`config.mk`:
```
export PLATFORM = sky130hd
export DESIGN_NAME = ram_arbiter_flat
export DESIGN_NICKNAME = d
export VERILOG_FILES = /design/src/rtl/ram_arbiter_if.sv /design/src/rtl/ram_arbiter.sv /design/src/flat_wrapper.sv
export SDC_FILE = /design/constraint.sdc
export NUM_CORES = 1
export LEC_CHECK = 0
export ABC_AREA = 1
export CAP_MARGIN = 15
export CORE_ASPECT_RATIO = 0.75
export CORE_MARGIN = 5
export CORE_UTILIZATION = 35
export CTS_CLUSTER_DIAMETER = 80
export DETAILED_ROUTE_END_ITERATION = 8
export PLACE_DENSITY = 0.95
export SYNTH_ARGS = -nofsm -noshare
export SYNTH_HDL_FRONTEND = slang
export SYNTH_SLANG_ARGS = --single-unit
```
`constraint.sdc`:
```
create_clock -name clk -period 3.4 [get_ports clk]
set_input_delay 0.51 -clock clk [delete_from_list [all_inputs] [get_ports clk]]
set_output_delay 0.51 -clock clk [all_outputs]
set_load 0.005 [all_outputs]
```
`src/rtl/ram_arbiter_if.sv`:
```
// Bus bundle between two RAM requesters, the arbiter and the RAM port.
// The slave modport is the arbiter's view; master is the environment's view.
interface ram_arbiter_if;
  logic       init_start;
  logic       busy;
  logic       init_done;

  logic       a_valid;
  logic       a_we;
  logic [7:0] a_addr;
  logic [7:0] a_wdata;
  logic       a_ready;
  logic       a_rvalid;
  logic [7:0] a_rdata;

  logic       b_valid;
  logic       b_we;
  logic [7:0] b_addr;
  logic [7:0] b_wdata;
  logic       b_ready;
  logic       b_rvalid;
  logic [7:0] b_rdata;

  logic [7:0] ram_address;
  logic [7:0] ram_data_in;
  logic       ram_write_enable;
  logic [7:0] ram_data_out;

  modport slave (
    input  init_start,
    output busy, init_done,
    input  a_valid, a_we, a_addr, a_wdata,
    output a_ready, a_rvalid, a_rdata,
    input  b_valid, b_we, b_addr, b_wdata,
    output b_ready, b_rvalid, b_rdata,
    output ram_address, ram_data_in, ram_write_enable,
    input  ram_data_out
  );

  modport master (
    output init_start,
    input  busy, init_done,
    output a_valid, a_we, a_addr, a_wdata,
    input  a_ready, a_rvalid, a_rdata,
    output b_valid, b_we, b_addr, b_wdata,
    input  b_ready, b_rvalid, b_rdata,
    input  ram_address, ram_data_in, ram_write_enable,
    output ram_data_out
  );
endinterface

```
`src/rtl/ram_arbiter.sv`:
```
// Two-requester round-robin arbiter in front of a single-port RAM with a
// registered read port, plus a whole-RAM fill engine (after reset and on
// init_start).
//
// state | meaning
// SERVE | arbitrate A/B requests, one RAM access per cycle
// FILL  | write INIT_VALUE to addresses 0..255, requesters held off
module ram_arbiter #(
  parameter bit         FILL_ON_RESET = 1'b1,
  parameter logic [7:0] INIT_VALUE    = 8'h00
) (
  input logic           clk,
  input logic           rst_n,
  ram_arbiter_if.slave  bus
);

  typedef enum logic {
    SERVE = 1'b0,
    FILL  = 1'b1
  } state_t;

  localparam state_t RESET_STATE = FILL_ON_RESET ? FILL : SERVE;

  state_t     state;
  logic [7:0] fill_cnt;
  logic       last_grant_b;
  logic       a_rvalid_q;
  logic       b_rvalid_q;
  logic       init_done_q;

  logic       serving;
  logic       grant_a;
  logic       grant_b;
  logic       accept_a;
  logic       accept_b;

  // Round-robin grant: a lone requester always wins; on a tie the side
  // that lost the last accept wins. Ready is withheld while filling or
  // when a fill is being requested this cycle.
  always_comb begin
    serving  = (state == SERVE) && !bus.init_start;
    grant_a  = bus.a_valid && (!bus.b_valid || last_grant_b);
    grant_b  = bus.b_valid && !grant_a;
    accept_a = serving && grant_a;
    accept_b = serving && grant_b;
  end

  assign bus.a_ready = accept_a;
  assign bus.b_ready = accept_b;

  // RAM port mux: fill engine, then the accepted requester, else idle zeros.
  always_comb begin
    bus.ram_address      = 8'h00;
    bus.ram_data_in      = 8'h00;
    bus.ram_write_enable = 1'b0;
    if (state == FILL) begin
      bus.ram_address      = fill_cnt;
      bus.ram_data_in      = INIT_VALUE;
      bus.ram_write_enable = 1'b1;
    end else if (accept_a) begin
      bus.ram_address      = bus.a_addr;
      bus.ram_data_in      = bus.a_wdata;
      bus.ram_write_enable = bus.a_we;
    end else if (accept_b) begin
      bus.ram_address      = bus.b_addr;
      bus.ram_data_in      = bus.b_wdata;
      bus.ram_write_enable = bus.b_we;
    end
  end

  // The RAM's own output register supplies the data; the arbiter only
  // steers it to the owner of the response and zeros it otherwise.
  assign bus.a_rdata   = a_rvalid_q ? bus.ram_data_out : 8'h00;
  assign bus.b_rdata   = b_rvalid_q ? bus.ram_data_out : 8'h00;
  assign bus.a_rvalid  = a_rvalid_q;
  assign bus.b_rvalid  = b_rvalid_q;
  assign bus.init_done = init_done_q;
  assign bus.busy      = (state == FILL);

  // Control FSM with fill counter, grant history and response flags.
  // Read responses are registered regardless of state so a read accepted
  // just before a fill still returns in the first fill cycle.
  always_ff @(posedge clk or negedge rst_n) begin
    if (!rst_n) begin
      state        <= RESET_STATE;
      fill_cnt     <= 8'h00;
      last_grant_b <= 1'b1;
      a_rvalid_q   <= 1'b0;
      b_rvalid_q   <= 1'b0;
      init_done_q  <= 1'b0;
    end else begin
      a_rvalid_q  <= accept_a && !bus.a_we;
      b_rvalid_q  <= accept_b && !bus.b_we;
      init_done_q <= 1'b0;
      case (state)
        SERVE: begin
          if (bus.init_start) begin
            state    <= FILL;
            fill_cnt <= 8'h00;
          end else if (accept_a) begin
            last_grant_b <= 1'b0;
          end else if (accept_b) begin
            last_grant_b <= 1'b1;
          end
        end
        FILL: begin
          if (fill_cnt == 8'hFF) begin
            state       <= SERVE;
            fill_cnt    <= 8'h00;
            init_done_q <= 1'b1;
          end else begin
            fill_cnt <= fill_cnt + 8'd1;
          end
        end
        default: state <= RESET_STATE;
      endcase
    end
  end

endmodule

```
`src/flat_wrapper.sv`:
```
// flat-port wrapper written by rule: the top's interface ports become plain ports
module ram_arbiter_flat 
#(
  parameter bit         FILL_ON_RESET = 1'b1,
  parameter logic [7:0] INIT_VALUE    = 8'h00
)
  (clk, rst_n, bus_init_start, bus_busy, bus_init_done, bus_a_valid, bus_a_we, bus_a_addr, bus_a_wdata, bus_a_ready, bus_a_rvalid, bus_a_rdata, bus_b_valid, bus_b_we, bus_b_addr, bus_b_wdata, bus_b_ready, bus_b_rvalid, bus_b_rdata, bus_ram_address, bus_ram_data_in, bus_ram_write_enable, bus_ram_data_out);
  ram_arbiter_if bus_i ();
  input logic clk;
  input logic rst_n;
  input wire logic [$bits(bus_i.init_start)-1:0] bus_init_start;
  output wire logic [$bits(bus_i.busy)-1:0] bus_busy;
  output wire logic [$bits(bus_i.init_done)-1:0] bus_init_done;
  input wire logic [$bits(bus_i.a_valid)-1:0] bus_a_valid;
  input wire logic [$bits(bus_i.a_we)-1:0] bus_a_we;
  input wire logic [$bits(bus_i.a_addr)-1:0] bus_a_addr;
  input wire logic [$bits(bus_i.a_wdata)-1:0] bus_a_wdata;
  output wire logic [$bits(bus_i.a_ready)-1:0] bus_a_ready;
  output wire logic [$bits(bus_i.a_rvalid)-1:0] bus_a_rvalid;
  output wire logic [$bits(bus_i.a_rdata)-1:0] bus_a_rdata;
  input wire logic [$bits(bus_i.b_valid)-1:0] bus_b_valid;
  input wire logic [$bits(bus_i.b_we)-1:0] bus_b_we;
  input wire logic [$bits(bus_i.b_addr)-1:0] bus_b_addr;
  input wire logic [$bits(bus_i.b_wdata)-1:0] bus_b_wdata;
  output wire logic [$bits(bus_i.b_ready)-1:0] bus_b_ready;
  output wire logic [$bits(bus_i.b_rvalid)-1:0] bus_b_rvalid;
  output wire logic [$bits(bus_i.b_rdata)-1:0] bus_b_rdata;
  output wire logic [$bits(bus_i.ram_address)-1:0] bus_ram_address;
  output wire logic [$bits(bus_i.ram_data_in)-1:0] bus_ram_data_in;
  output wire logic [$bits(bus_i.ram_write_enable)-1:0] bus_ram_write_enable;
  input wire logic [$bits(bus_i.ram_data_out)-1:0] bus_ram_data_out;
  assign bus_i.init_start = bus_init_start;
  assign bus_busy = bus_i.busy;
  assign bus_init_done = bus_i.init_done;
  assign bus_i.a_valid = bus_a_valid;
  assign bus_i.a_we = bus_a_we;
  assign bus_i.a_addr = bus_a_addr;
  assign bus_i.a_wdata = bus_a_wdata;
  assign bus_a_ready = bus_i.a_ready;
  assign bus_a_rvalid = bus_i.a_rvalid;
  assign bus_a_rdata = bus_i.a_rdata;
  assign bus_i.b_valid = bus_b_valid;
  assign bus_i.b_we = bus_b_we;
  assign bus_i.b_addr = bus_b_addr;
  assign bus_i.b_wdata = bus_b_wdata;
  assign bus_b_ready = bus_i.b_ready;
  assign bus_b_rvalid = bus_i.b_rvalid;
  assign bus_b_rdata = bus_i.b_rdata;
  assign bus_ram_address = bus_i.ram_address;
  assign bus_ram_data_in = bus_i.ram_data_in;
  assign bus_ram_write_enable = bus_i.ram_write_enable;
  assign bus_i.ram_data_out = bus_ram_data_out;
  ram_arbiter #(.FILL_ON_RESET(FILL_ON_RESET), .INIT_VALUE(INIT_VALUE)) u_core (.clk(clk), .rst_n(rst_n), .bus(bus_i));
endmodule
```
==> reports/results.ini, run 1 <==
[status]
outcome=finished clean

[floorplanning]
start_util_pct=36.0
die_area_um2=4180
coreArea_um2=2890
ios=86
rows=17
dieWidth_um=73.0
fp.dieH_um=57.2

[detailed_routing]
vias=1357
dr.pass1.iters=4
drtAntennaViolNets=0
viasPerCell=4.49
drt_iter0_markers=61
wl_per_cell_um=11.9
wl_um=3610
drc_errors=0

[cts]
post_cts_buffers=0
postCtsHoldBufs=0
clkLatencyLatePin_ns=0.24
ctsResizeCount=0
root_buffer=clkbuf_8
numCtsBuffers=3
h-tree-depth=1
clk_path_buf_depth=2
cts_num_sinks=13
clk_pin_slew_ns=0.05
cts_tree=done

[layout]
layout_common_cells=96 x nand2_1, 85 x clkdlybuf4s50_1, 25 x inv_1, 13 x nand3_1, 11 x dfrtp_1
synthToLayoutAreaGrowth_pct=86.7
layout_commonest_cell=nand2_1
nFillCells=241
antenna_cells=0
fin_nets=313
postLayoutCellArea_um2=1940
final_core_util_pct=67.2
layout-drive-gt1-share_pct=3.79

[synth]
yosysUniqueCellTypes=20
ys_warn_count=0
ys_ff_latch=13
yosysSeqAreaShare_pct=31.5
syn_area_um2=1040
syn_avg_cell_area_um2=5.78
synthesis.nets=228
syn_inst=180

[sta]
slew_violations=0
tightest_slew_ns=0.559
fin_crit_sh_pct=78.6
layout_min_cycle_time_ns=2.67
setup_tns_ns=0
skew_ns=0.000984
whs_ns=0.579
setup_slack_ns=0.728
max_clock_freq_mhz=374
setup_viol=0
slew_headroom_pct=62.6
finalHoldViolations=0
rsz0062_at_grt=no

[global_route]
grt_max_degree=20
grt_pass1_vias=1222
grt.total_usage_pct=16.9
overflow=0
antenna_found_initial=0
grt_pass1_wl_um=5600

[placed_design]
dp_hpwl_um=2940
routabilityCongestion=0.839
placed_area_um2=1900
numPortBuffers=85
pre_cts_slack_ns=0.711

[power]
p_per_area_nw_per_um2=428
max-vdd-ir-drop_uv=273
p_leak_nw=0.997

[worst_hold_path]
worstHoldStart=u_core.fill_cnt[7]$_DFFE_PN0N_
holdPathEnd=u_core.fill_cnt[7]$_DFFE_PN0N_
hp-class=flip-flop to flip-flop
holdPathStages=2

[worst_setup_path]
critPathArrivalTime_ns=2.16
ff2ff_path_depth=6
crit_fanout=18
cp-end-kind=primary output
cp.required_ns=2.89
critPathKind=input pin to primary output
regToRegStartpoint=u_core.bus.busy$_DFF_PN1_
r2r_end=u_core.last_grant_b$_DFFE_PN1P_
ff2ff_setup_slack_ns=1.96
start_kind=input pin

[run]
drv_cap=0

[stage by stage]
stage                     cells  power (mW)
after global routing        302       0.901
after floorplan             180       0.476
after CTS                   302       0.835
final                       302       0.831
after global placement      298       0.675
after detailed placement    298       0.690
[critical path, stage by stage]
cell and delay, ns:
clkdlybuf4s50_1 0.41, nor2_2 0.13, nand3_1 0.14, inv_2 0.27, nand2_1 0.09, nand3_1 0.09
clkdlybuf4s50_1 0.52
[area by class of cell]
class	instances	area [um2]	area share, %
Clock buffer	4	45.0	2.32
Inverter	27	104	5.34
Multi-Input combinational cell	134	561	28.8
Sequential cell	13	328	16.9
Tap cell	38	47.5	2.45
Timing Repair Buffer	86	858	44.2
[state kept, by name, indices dropped and copies added, names as in the netlist]
signal / cells
u_core.bus.init_done: 1
u_core.fill_cnt: 8
u_core.bus.busy: 1
u_core.last_grant_b: 1
u_core.bus.b_rvalid: 1
u_core.bus.a_rvalid: 1
[worst max-delay path by stage]
| stage | cells after the start | to | slack [ns] | from |
|---|---|---|---|---|
| floorplan | 7 | bus_ram_address[6] | 1.73 | bus_init_start |
| global placement | 7 | bus_ram_address[3] | 0.73 | bus_init_start |
| detailed placement | 7 | bus_ram_address[0] | 0.71 | bus_init_start |
| CTS | 7 | bus_ram_address[0] | 0.71 | bus_init_start |
| global route | 8 | bus_ram_address[2] | 0.60 | bus_init_start |
| finish | 7 | bus_ram_address[0] | 0.73 | bus_init_start |
[report_power, final]
group          switching [mW]  internal, mW
combinational           0.163         0.234
sequential             0.0786         0.215
clock                  0.0568        0.0829
total                   0.299         0.532
[cells by family after synthesis]
family | share of synthesized area, %
xor+xnor | 0.841
fa+ha+maj | 1.20
compound gates | 5.53
buf+inv | 14.7
flops | 31.5
simple gates | 46.3
[cell usage after synthesis]
library cell | number | area (um2)
nor2_1 | 10 | 37.5
nor2_2 | 1 | 6.26
nand3_1 | 13 | 65.1
clkbuf_1 | 3 | 11.3
inv_2 | 1 | 3.75
nand4_1 | 1 | 6.26
a22o_1 | 1 | 8.76
inv_4 | 1 | 6.26
a2bb2oi_1 | 1 | 8.76
a21oi_1 | 4 | 20.0
nand2_1 | 96 | 360
ha_1 | 1 | 12.5
buf_6 | 2 | 22.5
inv_1 | 25 | 93.8
dfstp_2 | 2 | 52.6
buf_8 | 1 | 15.0
nand2_2 | 1 | 6.26
o21ai_0 | 4 | 20.0
dfrtp_1 | 11 | 275
xnor2_1 | 1 | 8.76
[routing by layer]
metal / GRT usage, % / part of all wire [%] / up-vias
li1: - / - / 708
met1: 20.4 / 42 / 582
met2: 28.8 / 46 / 60
met3: 3.52 / 9.5 / 7
met4: 7.37 / 1.7 / 0
met5: 0 / 0 / -
No activity file was read; power rests on OpenSTA's default activity.
==> run 2: changes to the inputs <==
Settings changed: CORE_UTILIZATION 35 to 32, PLACE_DENSITY 0.95 to 0.91.
Clock period 3.4 ns to 2.5 ns, I/O delays scaled along.
==> reports/results.ini, run 2 (same netlist as run 1, synthesis figures left out) <==
[status]
outcome=finished clean

[detailed_routing]
drc_errors=0
viasPerCell=4.43
vias=1346
drt_iter0_markers=34
drtAntennaViolNets=0
dr.pass1.iters=5
wl_per_cell_um=12.4
wl_um=3770

[worst_setup_path]
crit_fanout=19
cp.required_ns=2.12
regToRegStartpoint=u_core.fill_cnt[0]$_DFFE_PN0N_
cp-endpoint=bus_ram_address[3]
crit_start=bus_init_start
ff2ff_path_depth=6
r2r_end=u_core.bus.busy$_DFF_PN1_
cp-end-kind=primary output
critPathKind=input pin to primary output
ff2ff_setup_slack_ns=1.21
start_kind=input pin
critPathArrivalTime_ns=1.98

[sta]
finalHoldViolations=0
fin_crit_sh_pct=94.1
tightest_slew_ns=0.608
rsz0062_at_grt=no
skew_ns=0.000577
slew_headroom_pct=59.4
layout_min_cycle_time_ns=2.35
slew_violations=0
setup_slack_ns=0.147
setup_viol=0
whs_ns=0.508
max_clock_freq_mhz=425
setup_tns_ns=0

[floorplanning]
fp.dieH_um=59.4
rows=17
die_area_um2=4510
ios=86
dieWidth_um=75.9
coreArea_um2=3040
start_util_pct=34.2

[power]
max-vdd-ir-drop_uv=322
p_leak_nw=1.01
p_per_area_nw_per_um2=574

[cts]
clk_path_buf_depth=2
cts_tree=done
clk_pin_slew_ns=0.06
post_cts_buffers=0
root_buffer=clkbuf_8
h-tree-depth=1
cts_num_sinks=13
numCtsBuffers=3
clkLatencyLatePin_ns=0.25

[placed_design]
routabilityCongestion=0.860
dp_hpwl_um=3180
pre_cts_slack_ns=0.0165
placed_area_um2=1910
numPortBuffers=85

[layout]
final_core_util_pct=64.7
synthToLayoutAreaGrowth_pct=89.2
antenna_cells=0
layout_common_cells=96 x nand2_1, 85 x clkdlybuf4s50_1, 25 x inv_1, 13 x nand3_1, 11 x dfrtp_1
postLayoutCellArea_um2=1970
fin_nets=315
layout_commonest_cell=nand2_1
regMostFlops=u_core.fill_cnt
layout-drive-gt1-share_pct=4.89
largest_reg_flops=8

[worst_hold_path]
hp-class=input pin to asynchronous set/reset pin

[global_route]
overflow=0
antenna_found_initial=0
grt.total_usage_pct=16.4
grt_pass1_wl_um=5690
grt_max_degree=20
grt_pass1_vias=1243

[run]
drv_cap=0

## run 2: worst min-delay path by stage
stage                                endpoint  slack, ns
3_5_place_dp   u_core.fill_cnt[3]$_DFFE_PN0N_       0.56
6_report       u_core.fill_cnt[7]$_DFFE_PN0N_       0.51
4_1_cts        u_core.bus.init_done$_DFF_PN0_       0.54
2_1_floorplan   u_core.bus.a_rvalid$_DFF_PN0_       0.08
5_1_grt        u_core.bus.init_done$_DFF_PN0_       0.56
3_3_place_gp   u_core.fill_cnt[7]$_DFFE_PN0N_       0.54
## run 2: critical path, stage by stage
cell             delay, ns
clkdlybuf4s50_1       0.43
nor2_2                0.14
buf_4                 0.16
nand2_2               0.10
inv_8                 0.13
nand2_1               0.06
nand3_1               0.08
clkdlybuf4s50_1       0.50
## run 2: layout make-up
cell class,instances,area [um2]
fillers,258,1070
inverters,27,114
clock inverters,1,5.00
multi-input cells,134,561
repair buffers,88,873
flip-flops and latches,13,328
clock buffers,3,41.3
well taps,38,47.5
## run 2: metrics by stage
| step | std cells | power [mW] |
|---|---|---|
| floorplan | 180 | 0.647 |
| global placement | 300 | 0.920 |
| detailed placement | 300 | 0.938 |
| CTS | 304 | 1.14 |
| global route | 304 | 1.23 |
| finish | 304 | 1.13 |
## run 2: metal layers
layer | vias to the layer above | track usage, % | share of wire (%)
li1 | 715 | - | -
met1 | 568 | 19.6 | 40
met2 | 56 | 28.7 | 47
met3 | 7 | 4.58 | 12
met4 | 0 | 4.49 | 1.3
met5 | - | 0 | 0
## run 2: repair_timing
action,in CTS,in global routing
setup endpoints to repair,0,17
hold buffers,0,0
resized for setup,0,6
## run 2: power breakdown
group / internal (mW) / total, mW / leakage (nW) / switching, mW
Sequential: 0.293 / 0.398 / 0.157 / 0.105
Clock: 0.110 / 0.195 / 0.0255 / 0.0850
Combinational: 0.319 / 0.537 / 0.825 / 0.218
Total: 0.722 / 1.13 / 1.01 / 0.408
